===== config.mk =====
export PLATFORM = sky130hd
export DESIGN_NAME = cache_refill_ctrl
export DESIGN_NICKNAME = d
export VERILOG_FILES = /design/src/rtl/cache_refill_ctrl.sv
export SDC_FILE = /design/constraint.sdc
export NUM_CORES = 1
export LEC_CHECK = 0
export ABC_AREA = 1
export CORE_AREA = 2 2 324 326
export DETAILED_ROUTE_END_ITERATION = 10
export DIE_AREA = 0 0 326 328
export DONT_BUFFER_PORTS = 1
export GPL_TIMING_DRIVEN = 0
export SLEW_MARGIN = 25
export SYNTH_ARGS = -nofsm -noshare
export SYNTH_HDL_FRONTEND = slang
export SYNTH_SLANG_ARGS = --single-unit

===== constraint.sdc =====
create_clock -name clk -period 3.25 [get_ports clk]
set_input_delay 0.1625 -clock clk [delete_from_list [all_inputs] [get_ports clk]]
set_output_delay 0.1625 -clock clk [all_outputs]
set_load 0.01 [all_outputs]

===== src/rtl/cache_refill_ctrl.sv =====
// cache_refill_ctrl: miss handler doing optional victim write-back, line burst refill and tag refresh; optional perf counters under CACHE_REFILL_PERF_EN
module cache_refill_ctrl #(
  parameter int LINE_WORDS = 16,
  parameter int CNT_W      = 4
) (
  input  logic                    clk,
  input  logic                    rst,
  input  logic                    miss,
  input  logic                    write_back,
  input  logic [31:0]             axi_raddr,
  input  logic [31:0]             axi_waddr,
  input  logic                    lru,
  input  logic [32*LINE_WORDS-1:0] victim_line,
  output logic                    rd_req,
  output logic [31:0]             rd_addr,
  input  logic                    rd_addr_ok,
  input  logic                    rd_data_ok,
  input  logic [31:0]             rd_data,
  input  logic                    rd_last,
  output logic                    wr_req,
  output logic [31:0]             wr_addr,
  input  logic                    wr_addr_ok,
  output logic                    wr_wvalid,
  output logic [31:0]             wr_wdata,
  output logic                    wr_wlast,
  input  logic                    wr_data_ok,
  input  logic                    wr_done,
  output logic                    refill_we,
  output logic                    refill_way,
  output logic [CNT_W-1:0]        refill_idx,
  output logic [31:0]             refill_wdata,
  output logic                    refresh,
  output logic                    busy,
  output logic [31:0]             perf_miss_cnt,
  output logic [31:0]             perf_wb_cnt
);
  typedef enum logic [2:0] {IDLE, WB_REQ, WB_DATA, WB_RESP, RD_REQ, RD_DATA, REFRESH} state_t;
  state_t state, next;
  logic [CNT_W-1:0] cnt;
  logic [31:0] raddr_q, waddr_q;
  logic lru_q;
  logic [32*LINE_WORDS-1:0] line_q;
  logic start;
  assign start = state == IDLE && miss;
  always_ff @(posedge clk or negedge rst) begin
    if (!rst) begin
      state   <= IDLE;
      cnt     <= '0;
      raddr_q <= '0;
      waddr_q <= '0;
      lru_q   <= 1'b0;
      line_q  <= '0;
    end else begin
      state <= next;
      if (start) begin
        raddr_q <= axi_raddr;
        waddr_q <= axi_waddr;
        lru_q   <= lru;
        line_q  <= victim_line;
      end
      if ((state == WB_REQ && wr_addr_ok) || (state == RD_REQ && rd_addr_ok))
        cnt <= '0;
      else if ((state == WB_DATA && wr_data_ok) || (state == RD_DATA && rd_data_ok))
        cnt <= cnt + 1'b1;
    end
  end
  always_comb begin
    next = state;
    case (state)
      IDLE:    next = miss ? (write_back ? WB_REQ : RD_REQ) : IDLE;
      WB_REQ:  next = wr_addr_ok ? WB_DATA : WB_REQ;
      WB_DATA: next = (wr_data_ok && wr_wlast) ? WB_RESP : WB_DATA;
      WB_RESP: next = wr_done ? RD_REQ : WB_RESP;
      RD_REQ:  next = rd_addr_ok ? RD_DATA : RD_REQ;
      RD_DATA: next = (rd_data_ok && rd_last) ? REFRESH : RD_DATA;
      REFRESH: next = IDLE;
      default: next = IDLE;
    endcase
  end
  assign busy         = state != IDLE;
  assign rd_req       = state == RD_REQ;
  assign rd_addr      = rd_req ? raddr_q : '0;
  assign wr_req       = state == WB_REQ;
  assign wr_addr      = wr_req ? waddr_q : '0;
  assign wr_wvalid    = state == WB_DATA;
  assign wr_wdata     = wr_wvalid ? line_q[{cnt, 5'd0} +: 32] : '0;
  assign wr_wlast     = wr_wvalid && cnt == CNT_W'(LINE_WORDS - 1);
  // beats go straight into the data RAM in the cycle they arrive
  assign refill_we    = state == RD_DATA && rd_data_ok;
  assign refill_way   = lru_q;
  assign refill_idx   = cnt;
  assign refill_wdata = refill_we ? rd_data : '0;
  assign refresh      = state == REFRESH;
`ifdef CACHE_REFILL_PERF_EN
  logic [31:0] miss_cnt, wb_cnt;
  always_ff @(posedge clk or negedge rst) begin
    if (!rst) begin
      miss_cnt <= '0;
      wb_cnt   <= '0;
    end else begin
      if (start) miss_cnt <= miss_cnt + 1'b1;
      if (start && write_back) wb_cnt <= wb_cnt + 1'b1;
    end
  end
  assign perf_miss_cnt = miss_cnt;
  assign perf_wb_cnt   = wb_cnt;
`else
  assign perf_miss_cnt = '0;
  assign perf_wb_cnt   = '0;
`endif
endmodule


==> impl_metrics.prom <==
# TYPE chip_impl_metric gauge
chip_impl_metric{name="tightest_slew",unit="ps"} 1130
chip_impl_info{name="worstHoldPathType",value="in -> async"} 1
chip_impl_info{name="critical_path.reg2reg.startpoint",value="refill_idx[3]"} 1
chip_impl_metric{name="number_of_clock_sinks",unit=""} 584
chip_impl_metric{name="fin_skew",unit="ps"} 18.2
chip_impl_metric{name="peakVddDrop",unit="mV"} 0.526
chip_impl_metric{name="post-route-min-period",unit="ps"} 3270
chip_impl_metric{name="critical_path.max_fanout",unit=""} 10
chip_impl_metric{name="multi_input_area",unit="um^2"} 11200
chip_impl_metric{name="clkTransAtPathRegs",unit="ps"} 60
chip_impl_metric{name="utilization",unit="%"} 38.6
chip_impl_metric{name="synth-edff-count",unit=""} 0
chip_impl_metric{name="setup_viol",unit=""} 1
chip_impl_metric{name="synth_sequential_area_ratio",unit="%"} 50.6
chip_impl_metric{name="grt_antenna_before_repair",unit=""} 59
chip_impl_metric{name="ys_seq_elements",unit=""} 584
chip_impl_info{name="worst-setup-path-type",value="reg -> out"} 1
chip_impl_metric{name="timing.reg2reg.worst_path_depth",unit=""} 5
chip_impl_info{name="critPathSlowestCell",value="dfrtp_2"} 1
chip_impl_metric{name="grt_first_pass_wirelength",unit="um"} 219000
chip_impl_metric{name="globalRouteTotalUtil",unit="%"} 29.1
chip_impl_metric{name="core-area",unit="um^2"} 103000
chip_impl_metric{name="drtAntennaViolNets",unit=""} 0
chip_impl_metric{name="grt_remaining_overflow",unit=""} 0
chip_impl_metric{name="min_period_over_period",unit="%"} 101
chip_impl_metric{name="htree_levels",unit=""} 3
chip_impl_metric{name="max_stage_delay",unit="ps"} 470
chip_impl_info{name="clk_root_buffer_cell",value="clkbuf_16"} 1
chip_impl_metric{name="postLayoutSetupSlackWorst",unit="ps"} -24.8
chip_impl_metric{name="detailroute.via_count",unit=""} 30012
chip_impl_metric{name="register_area",unit="um^2"} 14600
chip_impl_info{name="path_cells",value="buf_4, clkbuf_4, buf_4, nor2_1, nor2_1, nand2_1, nand3_1, nand3_1, a21oi_4"} 1
chip_impl_info{name="worst_setup_path_start_kind",value="register"} 1
chip_impl_info{name="yosysMostFrequentCell",value="nand2_1"} 1
chip_impl_metric{name="max-clock-path-buffers",unit=""} 3
chip_impl_info{name="status",value="finished with violations"} 1
chip_impl_info{name="synth_area_leader_cell",value="dfrtp_1"} 1
chip_impl_metric{name="critical_path_required",unit="ps"} 3090
chip_impl_info{name="clock_tree_from_tritoncts",value="built"} 1
chip_impl_info{name="cp_top_family",value="simple AND/OR/NAND/NOR gates"} 1
chip_impl_metric{name="overall_power",unit="mW"} 37.0
chip_impl_metric{name="pin_count_of_the_biggest_net_entering_global_routing",unit=""} 585
chip_impl_metric{name="synthDistinctLibCells",unit=""} 27
chip_impl_metric{name="regToRegSetupSlack",unit="ps"} 410
chip_impl_metric{name="num_io_pins",unit=""} 823
chip_impl_metric{name="power.leakage",unit="nW"} 19.2
chip_impl_metric{name="die_height",unit="um"} 328
chip_impl_metric{name="final-hold-violation-count",unit=""} 0
chip_impl_metric{name="max_cap_violations",unit=""} 0
chip_impl_metric{name="cts_inserted_buffers",unit=""} 73
chip_impl_metric{name="postSynthAreaPerCell",unit="um^2"} 7.34
chip_impl_metric{name="vias_per_cell",unit=""} 4.88
chip_impl_metric{name="die-area",unit="um^2"} 107000
chip_impl_metric{name="insertion_delay",unit="ps"} 650
chip_impl_info{name="synth-main-ff-cell",value="dfrtp_1"} 1
chip_impl_info{name="worstSetupEndpointType",value="output port"} 1
chip_impl_metric{name="drt-total-wl",unit="um"} 160000
chip_impl_metric{name="worst_path_arrival_time",unit="ps"} 3110
chip_impl_metric{name="remaining_drc_errors",unit=""} 0
chip_impl_metric{name="power_density",unit="nW/um^2"} 929
chip_impl_metric{name="postSynth.asyncResetShare",unit="%"} 100
chip_impl_metric{name="drive_above_1_share",unit="%"} 8.73
chip_impl_metric{name="netlist.area_leader.share",unit="%"} 50.6
chip_impl_metric{name="report.final.slew_viol_count",unit=""} 0
chip_impl_metric{name="timing.critical_path.buf_inv",unit=""} 3
chip_impl_metric{name="place.gp.congestion",unit=""} 0.953
chip_impl_metric{name="die_x",unit="um"} 326
chip_impl_metric{name="syn_area",unit="um^2"} 28900
chip_impl_metric{name="post-dp-hpwl",unit="um"} 122000
chip_impl_metric{name="synthesis.instances",unit=""} 3931
chip_impl_metric{name="first_global_vias",unit=""} 29952
chip_impl_metric{name="initial_core_util",unit="%"} 28.0
chip_impl_metric{name="relSlewSlack",unit="%"} 24.5
chip_impl_info{name="timing.rr.end",value="state[0]"} 1
chip_impl_metric{name="fmax",unit="MHz"} 305
chip_impl_metric{name="flow.area_growth_from_synthesis",unit="%"} 38.2
chip_impl_metric{name="num_rows",unit=""} 118
chip_impl_metric{name="fillCellCount",unit=""} 10526
chip_impl_metric{name="drt_first_iter_violations",unit=""} 3018
chip_impl_metric{name="final_net_count",unit=""} 5280
chip_impl_info{name="post_synth_main_area_contributors",value="dfrtp_1 51%, nand2_1 18%, o21ai_0 7.6%"} 1
chip_impl_metric{name="synth.yosys.warnings",unit=""} 0
chip_impl_metric{name="detailedRoute.firstPassIterationCount",unit=""} 6
chip_impl_info{name="yosys-top-cells-count",value="1,359 x nand2_1, 584 x dfrtp_1, 489 x inv_1"} 1
chip_impl_info{name="failed_checks",value="negative setup slack"} 1
chip_impl_metric{name="routedWlPerCell",unit="um"} 26.0
chip_impl_metric{name="io_buffer_count",unit=""} 0
## where the power goes
part | total [mW] | internal, mW | switching [mW]
Sequential | 12.1 | 10.8 | 1.29
Clock | 8.65 | 5.18 | 3.48
Combinational | 16.3 | 4.54 | 11.8
## layout make-up
type	count	area share [%]
repair buffers	591	15.1
inverters	495	4.67
clock inverters	26	0.969
clock buffers	106	5.30
well taps	1380	4.33
diodes	47	0.295
multi-input cells	2605	28.1
plain buffers	310	4.65
flip-flops and latches	584	36.7
## stage by stage
step	setup slack (ps)	setup TNS (ps)	cells	hold WS, ps	cell area (um^2)
3_5_place_dp	-462	-6760	5374	-100	30800
6_report	-24.8	-24.8	6144	48.6	39900
2_1_floorplan	1610	0	3994	-133	29100
5_1_grt	-1.46	-1.46	6129	26.8	39800
4_1_cts	-20.8	-20.8	6091	-804	39600
3_3_place_gp	-483	-7050	5374	-108	30800
## registers in the layout, summed over array words and instances (netlist names)
name and cells:
waddr_q 32, refill_way 1, state 3, line_q 512
refill_idx 4, raddr_q 32
## cell usage in the layout (no fill, tap or decap), types with 91 or more instances in the layout
master	n
clkbuf_1	91
dlygate4sd3_1	586
nor2_1	353
dfrtp_1	582
buf_4	125
nand2_1	1359
o21ai_0	441
inv_1	489
nand3_1	308
## layer usage
layer	share of wire, %	GRT usage [%]	up-vias
met5	0.079	0	-
met4	6.4	16.5	20
met3	8.5	7.43	447
met2	46	47.3	1690
met1	39	35.2	14440
li1	-	-	13415
## how the worst max path moves through the flow
| stage | slack (ps) | endpoint | cells after the start | startpoint |
|---|---|---|---|---|
| final | -20 | wr_wdata[29] | 9 | refill_idx[0] |
| after CTS | -20 | wr_wdata[1] | 9 | refill_idx[0] |
| after floorplan | 1610 | rd_addr[10] | 5 | state[0] |
| after global placement | -480 | wr_wdata[1] | 6 | refill_idx[1] |
| after detailed placement | -460 | wr_wdata[1] | 6 | refill_idx[1] |
| after global routing | -1 | refill_wdata[23] | 6 | state[1] |
## worst register-to-register path, cell delays in order (launching register included)
cell and delay [ps]:
dfrtp_1 510, clkbuf_1 370, clkinv_1 380, nor3_1 920, nand2_1 400, nand3_1 190
## logic make-up (layout without fill, tap and decap cells)
| kind of cell | count (synthesis) | in the layout | share of synthesized area (%) |
|---|---|---|---|
| fa+ha+maj | 1 | 1 | 0.0433 |
| buf+inv | 805 | 1528 | 12.6 |
| simple gates | 2050 | 2050 | 28.2 |
| flops | 584 | 584 | 50.6 |
| other cells | 1 | 111 | 0.0130 |
| xor+xnor | 1 | 1 | 0.0304 |
| compound gates | 489 | 489 | 8.50 |
## what timing repair did
item                        CTS  global route
resized for setup           104            25
buffers inserted              0             0
pin swaps                     2             8
hold buffers                585             2
setup endpoints to repair    42            20
hold endpoints to repair   1168           162
Power figures use the tool's default switching activity.
